[config.mk]
export PLATFORM = sky130hd
export DESIGN_NAME = demux_1t4r
export DESIGN_NICKNAME = d
export VERILOG_FILES = /design/src/rtl/demux_1t4r_pkg.sv /design/src/rtl/demux_1t4r_lane.sv /design/src/rtl/demux_1t4r.sv
export SDC_FILE = /design/constraint.sdc
export NUM_CORES = 1
export LEC_CHECK = 0
export BUFFER_PORTS_ARGS = -buffer_cell sky130_fd_sc_hd__buf_2
export CAP_MARGIN = 20
export CORE_AREA = 10 10 49 51
export DETAILED_ROUTE_END_ITERATION = 12
export DIE_AREA = 0 0 59 61
export GPL_ROUTABILITY_DRIVEN = 0
export PLACE_DENSITY = 0.69
export SETUP_SLACK_MARGIN = 0.3
export SYNTH_ARGS = -nofsm -noshare
export SYNTH_HDL_FRONTEND = slang
export SYNTH_SLANG_ARGS = --single-unit
[constraint.sdc]
create_clock -name clk -period 1.7 [get_ports clk]
set_input_delay 0.17 -clock clk [delete_from_list [all_inputs] [get_ports clk]]
set_output_delay 0.17 -clock clk [all_outputs]
set_load 0.05 [all_outputs]
[src/rtl/demux_1t4r_pkg.sv]
// Shared definitions for the 1-to-4 registered demultiplexer:
// lane indices, mode encoding and the lane one-hot helper.
package demux_1t4r_pkg;

   // Lane indexing
   localparam int LANE_W    = 2;
   localparam int NUM_LANES = 4;

   typedef logic [LANE_W-1:0]    lane_t;
   typedef logic [NUM_LANES-1:0] lane_mask_t;

   localparam lane_t LANE_A = 2'd0;
   localparam lane_t LANE_B = 2'd1;
   localparam lane_t LANE_C = 2'd2;
   localparam lane_t LANE_D = 2'd3;

   // Routing mode: explicit select or rotating pointer
   typedef enum logic {
      MODE_DIRECT = 1'b0,
      MODE_RR     = 1'b1
   } mode_e;

   // Frame mask with every lane written
   localparam lane_mask_t FRAME_FULL = '1;

   // Decoded view of the current write request
   typedef struct packed {
      logic       wr;    // accepted write this edge (En and not Clr)
      lane_t      lane;  // target lane
      lane_mask_t oh;    // one-hot of target lane
      logic       hit;   // target lane already valid in this frame
      logic       full;  // this write completes the frame
   } wr_ctl_t;

   // One-hot mask for a lane index
   function automatic lane_mask_t lane_onehot(input lane_t l);
      lane_mask_t m;
      m    = '0;
      m[l] = 1'b1;
      return m;
   endfunction

endpackage

[src/rtl/demux_1t4r_lane.sv]
// One held output lane: a WIDTH-bit register that loads when its lane is
// the target of an accepted write, and otherwise keeps its value.
module demux_lane
   import demux_1t4r_pkg::*;
#(
   parameter int WIDTH = 1
) (
   input  logic             clk,
   input  logic             rst_n,
   input  logic             load,
   input  logic [WIDTH-1:0] d,
   output logic [WIDTH-1:0] q
);

   // Hold register with synchronous clear and load enable
   always_ff @(posedge clk) begin
      // NOTE: state registers use non-blocking assignments so every flop
      // samples pre-edge values regardless of block evaluation order.
      if (!rst_n) begin
         q <= '0;
      end else if (load) begin
         q <= d;
      end
   end

endmodule

[src/rtl/demux_1t4r.sv]
// Registered 1-to-4 demultiplexer. One input word is routed to one of four
// held lanes, chosen by Sel (direct mode) or by a rotating pointer
// (round-robin mode). Per-lane valid bits track the current frame; Done
// pulses when the frame fills and Ovr pulses when a valid lane is rewritten.
// All outputs come straight from flops.
module demux_1t4r
   import demux_1t4r_pkg::*;
#(
   parameter int WIDTH = 1
) (
   input  logic             clk,
   input  logic             rst_n,
   input  logic [WIDTH-1:0] Din,
   input  logic             En,
   input  logic             Mode,
   input  logic [1:0]       Sel,
   input  logic             Clr,
   output logic [WIDTH-1:0] QA,
   output logic [WIDTH-1:0] QB,
   output logic [WIDTH-1:0] QC,
   output logic [WIDTH-1:0] QD,
   output logic [3:0]       Vld,
   output logic [1:0]       Ptr,
   output logic             Done,
   output logic             Ovr
);

   wr_ctl_t    ctl;
   lane_mask_t lane_load;

   // Decode the target lane and classify the write against the frame state
   always_comb begin
      // NOTE: every field gets a default first so no path leaves a latch.
      ctl      = '0;
      ctl.wr   = En & ~Clr;
      ctl.lane = (mode_e'(Mode) == MODE_RR) ? lane_t'(Ptr) : lane_t'(Sel);
      ctl.oh   = lane_onehot(ctl.lane);
      ctl.hit  = |(Vld & ctl.oh);
      ctl.full = ((Vld | ctl.oh) == FRAME_FULL);
   end

   // Only the target lane loads; a cleared cycle drops the write entirely
   assign lane_load = ctl.wr ? ctl.oh : '0;

   demux_lane #(.WIDTH(WIDTH)) u_lane_a (
      .clk   (clk),
      .rst_n (rst_n),
      .load  (lane_load[LANE_A]),
      .d     (Din),
      .q     (QA)
   );

   demux_lane #(.WIDTH(WIDTH)) u_lane_b (
      .clk   (clk),
      .rst_n (rst_n),
      .load  (lane_load[LANE_B]),
      .d     (Din),
      .q     (QB)
   );

   demux_lane #(.WIDTH(WIDTH)) u_lane_c (
      .clk   (clk),
      .rst_n (rst_n),
      .load  (lane_load[LANE_C]),
      .d     (Din),
      .q     (QC)
   );

   demux_lane #(.WIDTH(WIDTH)) u_lane_d (
      .clk   (clk),
      .rst_n (rst_n),
      .load  (lane_load[LANE_D]),
      .d     (Din),
      .q     (QD)
   );

   // Round-robin pointer: advances on each round-robin write, cleared by Clr
   always_ff @(posedge clk) begin
      if (!rst_n) begin
         Ptr <= LANE_A;
      end else if (Clr) begin
         Ptr <= LANE_A;
      end else if (En && mode_e'(Mode) == MODE_RR) begin
         Ptr <= Ptr + 2'd1;
      end
   end

   // Frame tracking: valid bits plus single-cycle Done / Ovr strobes.
   // A rewrite of a valid lane leaves Vld alone; since a full frame is
   // cleared on the edge it completes, a rewrite can never also complete
   // a frame, so Done and Ovr are mutually exclusive.
   always_ff @(posedge clk) begin
      if (!rst_n) begin
         Vld  <= '0;
         Done <= 1'b0;
         Ovr  <= 1'b0;
      end else begin
         Done <= 1'b0;
         Ovr  <= 1'b0;
         if (Clr) begin
            Vld <= '0;
         end else if (ctl.wr) begin
            if (ctl.hit) begin
               Ovr <= 1'b1;
            end else if (ctl.full) begin
               Done <= 1'b1;
               Vld  <= '0;
            end else begin
               Vld <= Vld | ctl.oh;
            end
         end
      end
   end

endmodule

==> out/qor.csv <==
metric,value,unit
die_width,59,um
period_needed,1.466,ns
end_kind,register,
ys.flop_type,dfxtp_1,
critPathKind,register to register,
synth_area_leader_cell,dfxtp_1,
max_cap_violations,0,
critical_path_required,1.85,ns
ys_seq_area_share,37.94,%
tritoncts,done,
setup_violations,0,
syn_nets,79,
fmax,0.6821,GHz
critPathMaxFanout,5,
dpl.hpwl,1144,um
status,finished clean,
synth_edf_count,0,
final_layout_size_suffix_gt1_share,46.39,%
finClkSkew,0.0001666,ns
initial_core_util,43.03,%
die_h,61,um
post_drt_via_cell_ratio,5.327,
fin_nets,106,
slew_headroom,77.41,%
powerDensity,730.3,nW/um^2
io_pins,20,
post-route-period-util,86.24,%
track_usage,9.164,%
final_cells,113,
grt_pass1_vias,574,
clockBufferDepth,2,
area_delta_synth_final,29.45,%
max_stage_delay,0.37,ns
final-max-slew-violation-count,0,
core_area,1471,sq um
cp.arrival,1.62,ns
insertedDiodeCount,0,
grt_start_max_net_pins,14,
synth-seq-cells,12,
dieArea,3599,sq um
cts-root-buf,clkbuf_4,
clkLatencyLatePin,0.27,ns
syn_area,633.1,sq um
cts_num_sinks,12,
placedCellCount,105,
crit_slowest_cell,dfxtp_4,
antenna_found_initial,0,
hold_viol,0,
syn_area_per_cell,8.917,sq um
routed_wl,1483,um
leakagePower,0.3641,nW
p_total,598.5,uW
synth_top_cell_area_share,37.94,%
netlist_instances,71,
fin_ws,0.2338,ns
synth_cell_types,26,
grt_pass1_wl,2587,um
wl_per_cell,13.12,um
dr.first_iter.drc_count,10,
overflow,0,
hp-class,input pin to register,
clk_pin_slew_worst_paths,0.08,ns
path_cells,"inv_2, a32o_2, a22o_4, a2111oi_4, nor3_1",
worst_slew_pin_slew,0.3380,ns
async_reset_ff_share,0,%
route.detailed.drc,0,
rows,14,
path_buf_inv,1,
yosys-top-cells-area,"dfxtp_1 38%, nand2_1 5.9%, nand3_1 4.7%",
rsz0062_at_grt,true,
ys_warn_count,0,
cp_top_family,compound AO/OA/AOI/OAI gates,
dp_slack,0.1987,ns
htree_levels,1,
cts_made_buffers,3,
drtPass1Iterations,5,
tns,0,ns
drtAntennaViolNets,0,
num_vias,602,
port_buffers,19,
start_kind,register,
fillers,146,
vdd_ir_drop_max,674.6,uV
worst reg2reg max path: cells and delay by family (launching register included):
kind	cells	cell delay, ns
flip-flops	1	0.37
buffers and inverters	1	0.04
AND/OR/NAND/NOR	1	0.09
AO/OA/AOI/OAI	3	0.85
power breakdown:
group	internal (mW)	switching [mW]
registers	0.283	0.00389
logic	0.0320	0.0539
clock network	0.130	0.0958
flip-flops by register name (all words and copies together) (netlist names):
name,cells
Ptr,2
u_lane_b.q,1
u_lane_d.q,1
Ovr,1
u_lane_c.q,1
u_lane_a.q,1
Vld,4
Done,1
kinds of logic (layout without fill, tap and decap cells):
logic type / Yosys count / after routing / share of synthesized area [%]
AND/OR/NAND/NOR: 34 / 34 / 27.08
AO/OA/AOI/OAI: 18 / 18 / 28.06
flip-flops: 12 / 12 / 37.94
buffers and inverters: 5 / 31 / 4.149
XOR/XNOR: 2 / 2 / 2.767
through the flow:
stage	utilization (%)	area, sq um	hold WS [ns]
final	55.70	819.5	0.1787
after floorplan	-	645.6	0.3091
after detailed placement	51.19	753.2	0.4437
after global placement	51.19	753.2	0.4381
after CTS	55.70	819.5	0.1732
after global routing	55.70	819.5	0.1766
metal layers:
layer	up-vias	global-route usage (%)	wire [um]
met3	2	4.593	118
met4	0	5.574	19
met5	-	0	0
li1	308	-	-
met1	273	10.50	709
met2	19	13.36	636
cell usage after synthesis, drive strengths merged, types with 3 or more instances:
master,count
a22o,3
nor3,4
dfxtp,12
inv,3
nor2,6
a21oi,4
nand2,10
a21boi,4
and3,4
nand3,6
layout make-up:
type / count / area (sq um) / share of cell area (%)
Inverter: 3 / 11.26 / 1.374
Tap cell: 16 / 20.02 / 2.443
Sequential cell: 12 / 252.7 / 30.84
Multi-Input combinational cell: 54 / 366.6 / 44.73
Timing Repair Buffer: 24 / 132.6 / 16.18
Clock buffer: 4 / 36.28 / 4.427
final timing paths:
kind	cells after the start	startpoint	to	slack [ns]
max	5	Ptr[1]	Vld[2]	0.23
min	3	Din	u_lane_a.q	0.18
max reg2reg	5	Ptr[1]	Vld[2]	0.23
min reg2reg	2	u_lane_a.q	u_lane_a.q	0.45
timing repair:
action | CTS | global route
pin swaps | 1 | 1
endpoints found under the setup margin | 5 | 5
resized for setup | 0 | 0
hold endpoints to repair | 0 | 0
buffers inserted | 4 | 0
hold buffers | 0 | 0
cells in the final DEF (no fill, tap or decap), types with 2 or more instances in the layout:
cell / netlist / final
a21boi_1: 4 / 4
a21oi_1: 4 / 4
a22oi_2: 2 / 2
and3_1: 4 / 4
buf_2: 0 / 19
buf_4: 0 / 5
clkbuf_4: 0 / 3
dfxtp_1: 12 / 6
dfxtp_2: 0 / 4
dfxtp_4: 0 / 2
inv_1: 3 / 2
nand2_1: 10 / 10
nand3_1: 6 / 6
nor2_1: 5 / 5
nor3_1: 4 / 4
o21ai_2: 2 / 2
No activity file was read; power rests on OpenSTA's default activity.
